`src/rtl/contador_pkg.sv`:
```
// Shared types and constants for the counter-port arbiter slice.
package contador_pkg;

    localparam int NUM_CONTADORES = 4;
    localparam int CNT_W          = 5;
    localparam int IDX_W          = 2;

    typedef enum logic [2:0] {
        WAIT_IDLE = 3'd0,
        ARB       = 3'd1,
        ISSUE     = 3'd2,
        WAIT_RESP = 3'd3,
        DONE      = 3'd4
    } state_t;

endpackage

```
`src/rtl/contador_arbitro_rr.sv`:
```
// Combinational round-robin pick: first asserted request at or after ptr, wrapping.
module rr_arbitro #(
    parameter int N     = 2,
    parameter int PTR_W = 1
) (
    input  logic [N-1:0]     req,
    input  logic [PTR_W-1:0] ptr,
    output logic [N-1:0]     gnt,
    output logic             any
);

    logic found;

    // First pass covers ptr..N-1, second pass wraps to 0..ptr-1.
    always_comb begin
        gnt   = '0;
        found = 1'b0;
        for (int j = 0; j < N; j++) begin
            if (!found && req[j] && (j >= int'(ptr))) begin
                gnt[j] = 1'b1;
                found  = 1'b1;
            end
        end
        for (int j = 0; j < N; j++) begin
            if (!found && req[j]) begin
                gnt[j] = 1'b1;
                found  = 1'b1;
            end
        end
    end

    assign any = |req;

endmodule

```
`src/rtl/contador_arbitro.sv`:
```
// Shares the counter block's read port between NUM_REQ requesters, round-robin.
// Define CONTADOR_ARB_TIMEOUT_EN to abort reads with no response after TIMEOUT cycles.
module contador_arbitro #(
    parameter int NUM_REQ = 2,
    parameter int IDX_W   = 2,
    parameter int CNT_W   = 5,
    parameter int TIMEOUT = 4
) (
    input  logic                     clk,
    input  logic                     reset_L,
    input  logic [NUM_REQ-1:0]       req_in,
    input  logic [NUM_REQ*IDX_W-1:0] idx_in,
    input  logic                     IDLE,
    input  logic                     valid_contador,
    input  logic [CNT_W-1:0]         contador_in,
    output logic                     req_out,
    output logic [IDX_W-1:0]         idx_out,
    output logic [NUM_REQ-1:0]       gnt,
    output logic [CNT_W-1:0]         data_out,
    output logic [NUM_REQ-1:0]       valid_out,
    output logic                     err_out,
    output logic                     busy
);
    import contador_pkg::*;

    localparam int PTR_W = (NUM_REQ > 1) ? $clog2(NUM_REQ) : 1;

    state_t             state;
    logic [PTR_W-1:0]   ptr;
    logic [PTR_W-1:0]   gnt_num;
    logic [PTR_W-1:0]   sel_num;
    logic [NUM_REQ-1:0] gnt_c;
    logic               any_c;
    logic [IDX_W-1:0]   sel_idx;

`ifdef CONTADOR_ARB_TIMEOUT_EN
    localparam int TO_W = $clog2(TIMEOUT + 1);
    logic [TO_W-1:0] tcnt;
`endif

    rr_arbitro #(.N(NUM_REQ), .PTR_W(PTR_W)) u_rr (
        .req (req_in),
        .ptr (ptr),
        .gnt (gnt_c),
        .any (any_c)
    );

    always_comb begin
        sel_idx = '0;
        sel_num = '0;
        for (int j = 0; j < NUM_REQ; j++) begin
            if (gnt_c[j]) begin
                sel_idx = idx_in[j*IDX_W +: IDX_W];
                sel_num = PTR_W'(j);
            end
        end
    end

    always_ff @(posedge clk) begin
        if (!reset_L) begin
            state     <= WAIT_IDLE;
            ptr       <= '0;
            gnt_num   <= '0;
            req_out   <= 1'b0;
            idx_out   <= '0;
            gnt       <= '0;
            data_out  <= '0;
            valid_out <= '0;
            err_out   <= 1'b0;
            busy      <= 1'b0;
`ifdef CONTADOR_ARB_TIMEOUT_EN
            tcnt      <= '0;
`endif
        end else begin
            case (state)
                WAIT_IDLE: if (IDLE && |req_in) state <= ARB;
                ARB: begin
                    if (IDLE && any_c) begin
                        gnt     <= gnt_c;
                        idx_out <= sel_idx;
                        gnt_num <= sel_num;
                        busy    <= 1'b1;
                        state   <= ISSUE;
                    end else begin
                        state   <= WAIT_IDLE;
                    end
                end
                ISSUE: begin
                    if (IDLE) begin
                        req_out <= 1'b1;
                        state   <= WAIT_RESP;
`ifdef CONTADOR_ARB_TIMEOUT_EN
                        tcnt    <= '0;
`endif
                    end else begin
                        gnt     <= '0;
                        busy    <= 1'b0;
                        state   <= WAIT_IDLE;
                    end
                end
                WAIT_RESP: begin
                    req_out <= 1'b0;
                    // While req_out is still high the response is not back yet;
                    // a valid seen then is left over from an earlier read.
                    if (!req_out && valid_contador) begin
                        data_out  <= contador_in;
                        valid_out <= gnt;
                        state     <= DONE;
                    end
`ifdef CONTADOR_ARB_TIMEOUT_EN
                    else if (tcnt == TO_W'(TIMEOUT - 1)) begin
                        data_out  <= '0;
                        valid_out <= gnt;
                        err_out   <= 1'b1;
                        state     <= DONE;
                    end else begin
                        tcnt <= tcnt + 1'b1;
                    end
`endif
                end
                DONE: begin
                    valid_out <= '0;
                    err_out   <= 1'b0;
                    gnt       <= '0;
                    busy      <= 1'b0;
                    ptr       <= (gnt_num == PTR_W'(NUM_REQ - 1)) ? '0 : gnt_num + 1'b1;
                    state     <= WAIT_IDLE;
                end
                default: begin
                    state     <= WAIT_IDLE;
                    req_out   <= 1'b0;
                    gnt       <= '0;
                    valid_out <= '0;
                    busy      <= 1'b0;
                end
            endcase
        end
    end

endmodule

```
`config.mk`:
```
export PLATFORM = sky130hd
export DESIGN_NAME = contador_arbitro
export DESIGN_NICKNAME = d
export VERILOG_FILES = /design/src/rtl/contador_pkg.sv /design/src/rtl/contador_arbitro_rr.sv /design/src/rtl/contador_arbitro.sv
export SDC_FILE = /design/constraint.sdc
export NUM_CORES = 1
export LEC_CHECK = 0
export ABC_AREA = 1
export ABC_CLOCK_PERIOD_IN_PS = 2500
export CORE_MARGIN = 2
export CORE_UTILIZATION = 40
export DETAILED_ROUTE_END_ITERATION = 16
export GPL_TIMING_DRIVEN = 0
export PLACE_DENSITY = 0.84
export SLEW_MARGIN = 20
export SYNTH_ARGS = -nofsm -noshare
export SYNTH_HDL_FRONTEND = slang
export SYNTH_SLANG_ARGS = --single-unit
```
`constraint.sdc`:
```
create_clock -name clk -period 2.5 [get_ports clk]
set_input_delay 0.375 -clock clk [delete_from_list [all_inputs] [get_ports clk]]
set_output_delay 0.375 -clock clk [all_outputs]
set_load 0.02 [all_outputs]
```
==> results.yml <==
outcome:
  status: "finished clean"
worst_hold_path:
  worstHoldPathCells: 2
  hp-class: "reg -> reg"
  min_from: "valid_out[1]"
  holdPathEnd: "valid_out[1]"
detailed_routing:
  drc: 0
  drt-wirelength-per-cell_um: 10.5
  antenna_left: 0
  totalWireLength_um: 1740
  first_pass_iters: 4
  num_vias: 816
  viasPerCell: 4.95
  initialDrtViolationCount: 10
placed_design:
  dp_hpwl_um: 1400
  post-place-ws_ns: 0.656
  gp_congestion: 0.839
  port_buffers: 27
power_and_ir_drop:
  seq_power_share: 0.567
  powerDensity_nw_per_um2: 473
  power_uw: 530
  swShare: 0.259
  power_switching_uw: 137
  internal-power_uw: 393
  combPwrFrac: 0.173
  peakVddDrop_uv: 329
  leakage_nw: 0.454
  pwr-share-clk: 0.260
timing:
  rsz0062_at_grt: "false"
  fmax_mhz: 593
  layout_setup_ws_ns: 0.814
  worst_slew_pin_slew_ns: 0.525
  setup_tns_ns: 0
  min_period_ns: 1.69
  drv_slew: 0
  final.period_utilization: 0.674
  whs_ns: 0.465
  fin_skew_ns: 0.00139
  slew_headroom: 0.649
  setup_viol_count_final: 0
  finalHoldViolCount: 0
grt:
  grt_antenna_before_repair: 0
  track_usage: 0.162
  grt_pass1_wl_um: 3110
  grt_start_max_net_pins: 11
  grt.met3_usage: 0.0309
  met2_usage: 0.296
  grt_util_met1: 0.185
  gr-max-usage-layer: "met2"
  grt_pass1_vias: 764
  grt_overflow: 0
run:
  drv_cap: 0
worst_setup_path:
  crit_path_max_fanout: 4
  crit_family: "buffers and inverters"
  r2r_slack_ns: 1.18
  crit_required_ns: 2.12
  worst-setup-path-type: "reg -> out"
  end_kind: "output pin"
  crit_chain: "clkdlybuf4s50_1"
  path_buf_inv: 1
  reg2regPathDepth: 4
  worstSetupStartpointType: "flip-flop"
  r2r_end: "data_out[4]"
  max_stage_delay_ns: 0.63
  r2r-start: "req_out"
  cp.arrival_ns: 1.31
  cp_slowest_cell: "clkdlybuf4s50_1"
logic_synthesis:
  synth_warnings: 0
  synth_cell_type_count: 19
  syn_nets: 123
  syn_area_um2: 793
  avgSynthCellArea_um2: 7.35
  synth_cells: 108
  yosysSeqAreaShare: 0.454
  ys_ff_latch: 18
cts:
  path_clk_slew_ns: 0.09
  cts_tree: "done"
  numCtsBuffers: 3
  cts_setup_buffers: 0
  clk-insertion-delay-late_ns: 0.29
  cts_htree_levels: 1
  cts.sinks: 18
  clock-root-buffer: "clkbuf_4"
  ctsLongestPathBuffers: 2
  cts_hold_buf: 0
  cts-resized-gates: 0
layout:
  drive_above_1_share: 0.0870
  multi_input_area_um2: 380
  area_growth_pct: 41.2
  nFillCells: 170
  antenna_cells: 0
  fin_nets: 155
  register_area_um2: 360
die:
  io_pins: 29
  die-area_um2: 2360
  die_h_um: 48.5
  rows: 16
  die-width_um: 48.5
  initial_core_util: 0.413
  coreArea_um2: 1920
[metrics by stage]
| stage | utilization | area (um2) | instances |
|---|---|---|---|
| global placement | 0.571 | 1100 | 162 |
| floorplan | - | 793 | 108 |
| detailed placement | 0.571 | 1100 | 162 |
| finish | 0.583 | 1120 | 165 |
| global route | 0.583 | 1120 | 165 |
| CTS | 0.583 | 1120 | 165 |
[metal layers]
metal  up-vias  share of wire  wire, um
li1        422              -         -
met1       371           0.43       745
met2        20           0.51       895
met3         3          0.044        77
met4         0          0.013        22
met5         -              0         0
[registers in the layout (all words and copies together) (netlist names)]
register   cells
gnt            2
idx_out        2
gnt_num        1
state          3
ptr            1
busy           1
valid_out      2
data_out       5
req_out        1
[logic make-up after synthesis]
family,count (synthesis),synth area share
compound gates,22,0.148
buf+inv,13,0.0662
flops,18,0.454
other cells,1,0.00473
simple gates,54,0.327
[layout make-up]
type,instances,share of cell area
multi-input cells,77,0.340
flip-flops and latches,18,0.322
repair buffers,27,0.241
inverters,11,0.0369
well taps,27,0.0302
clock buffers,3,0.0201
plain buffers,2,0.0101
[cell usage in the layout, fill, tap and decap left out, types with 4 or more instances in the layout]
cell type	Yosys	layout
a21oi_1	13	13
clkdlybuf4s50_1	0	27
dfxtp_1	18	18
inv_1	7	7
inv_2	4	4
nand2_1	29	29
nand3_1	9	9
nand4_1	6	6
nor2_1	7	7
o21ai_0	4	4
[power groups by stage]
stage | logic [mW] | registers (mW) | clock network [mW]
2_1_floorplan | 0.0442 | 0.312 | 0
3_3_place_gp | 0.0903 | 0.307 | 0
3_5_place_dp | 0.0919 | 0.307 | 0
4_1_cts | 0.0923 | 0.301 | 0.139
5_1_grt | 0.102 | 0.302 | 0.154
6_report | 0.0920 | 0.301 | 0.138
[synthesized netlist by cell type]
library cell  number  area (um2)
a31oi_1            1        6.26
inv_1              7        26.3
nand2_4            1        11.3
a21oi_1           13        65.1
clkbuf_1           1        3.75
nand3_1            9        45.0
inv_2              4        15.0
buf_4              1        7.51
o21ai_1            2        10.0
o21ai_2            1        8.76
nor2_1             7        26.3
nor3_2             1        10.0
nand2_1           29         109
nor2_8             1        20.0
conb_1             1        3.75
nand4_1            6        37.5
o21ai_0            4        20.0
dfxtp_1           18         360
o211ai_1           1        7.51
[how the worst max path moves through the flow]
stage,cells after the start,start,slack [ns],to
after floorplan,4,req_out,1.34,data_out[1]
after global placement,6,valid_contador,0.68,data_out[1]
after detailed placement,6,valid_contador,0.66,data_out[3]
after CTS,1,req_out,0.81,req_out
after global routing,1,req_out,0.77,req_out
final,1,req_out,0.81,req_out
Power figures use the tool's default switching activity.
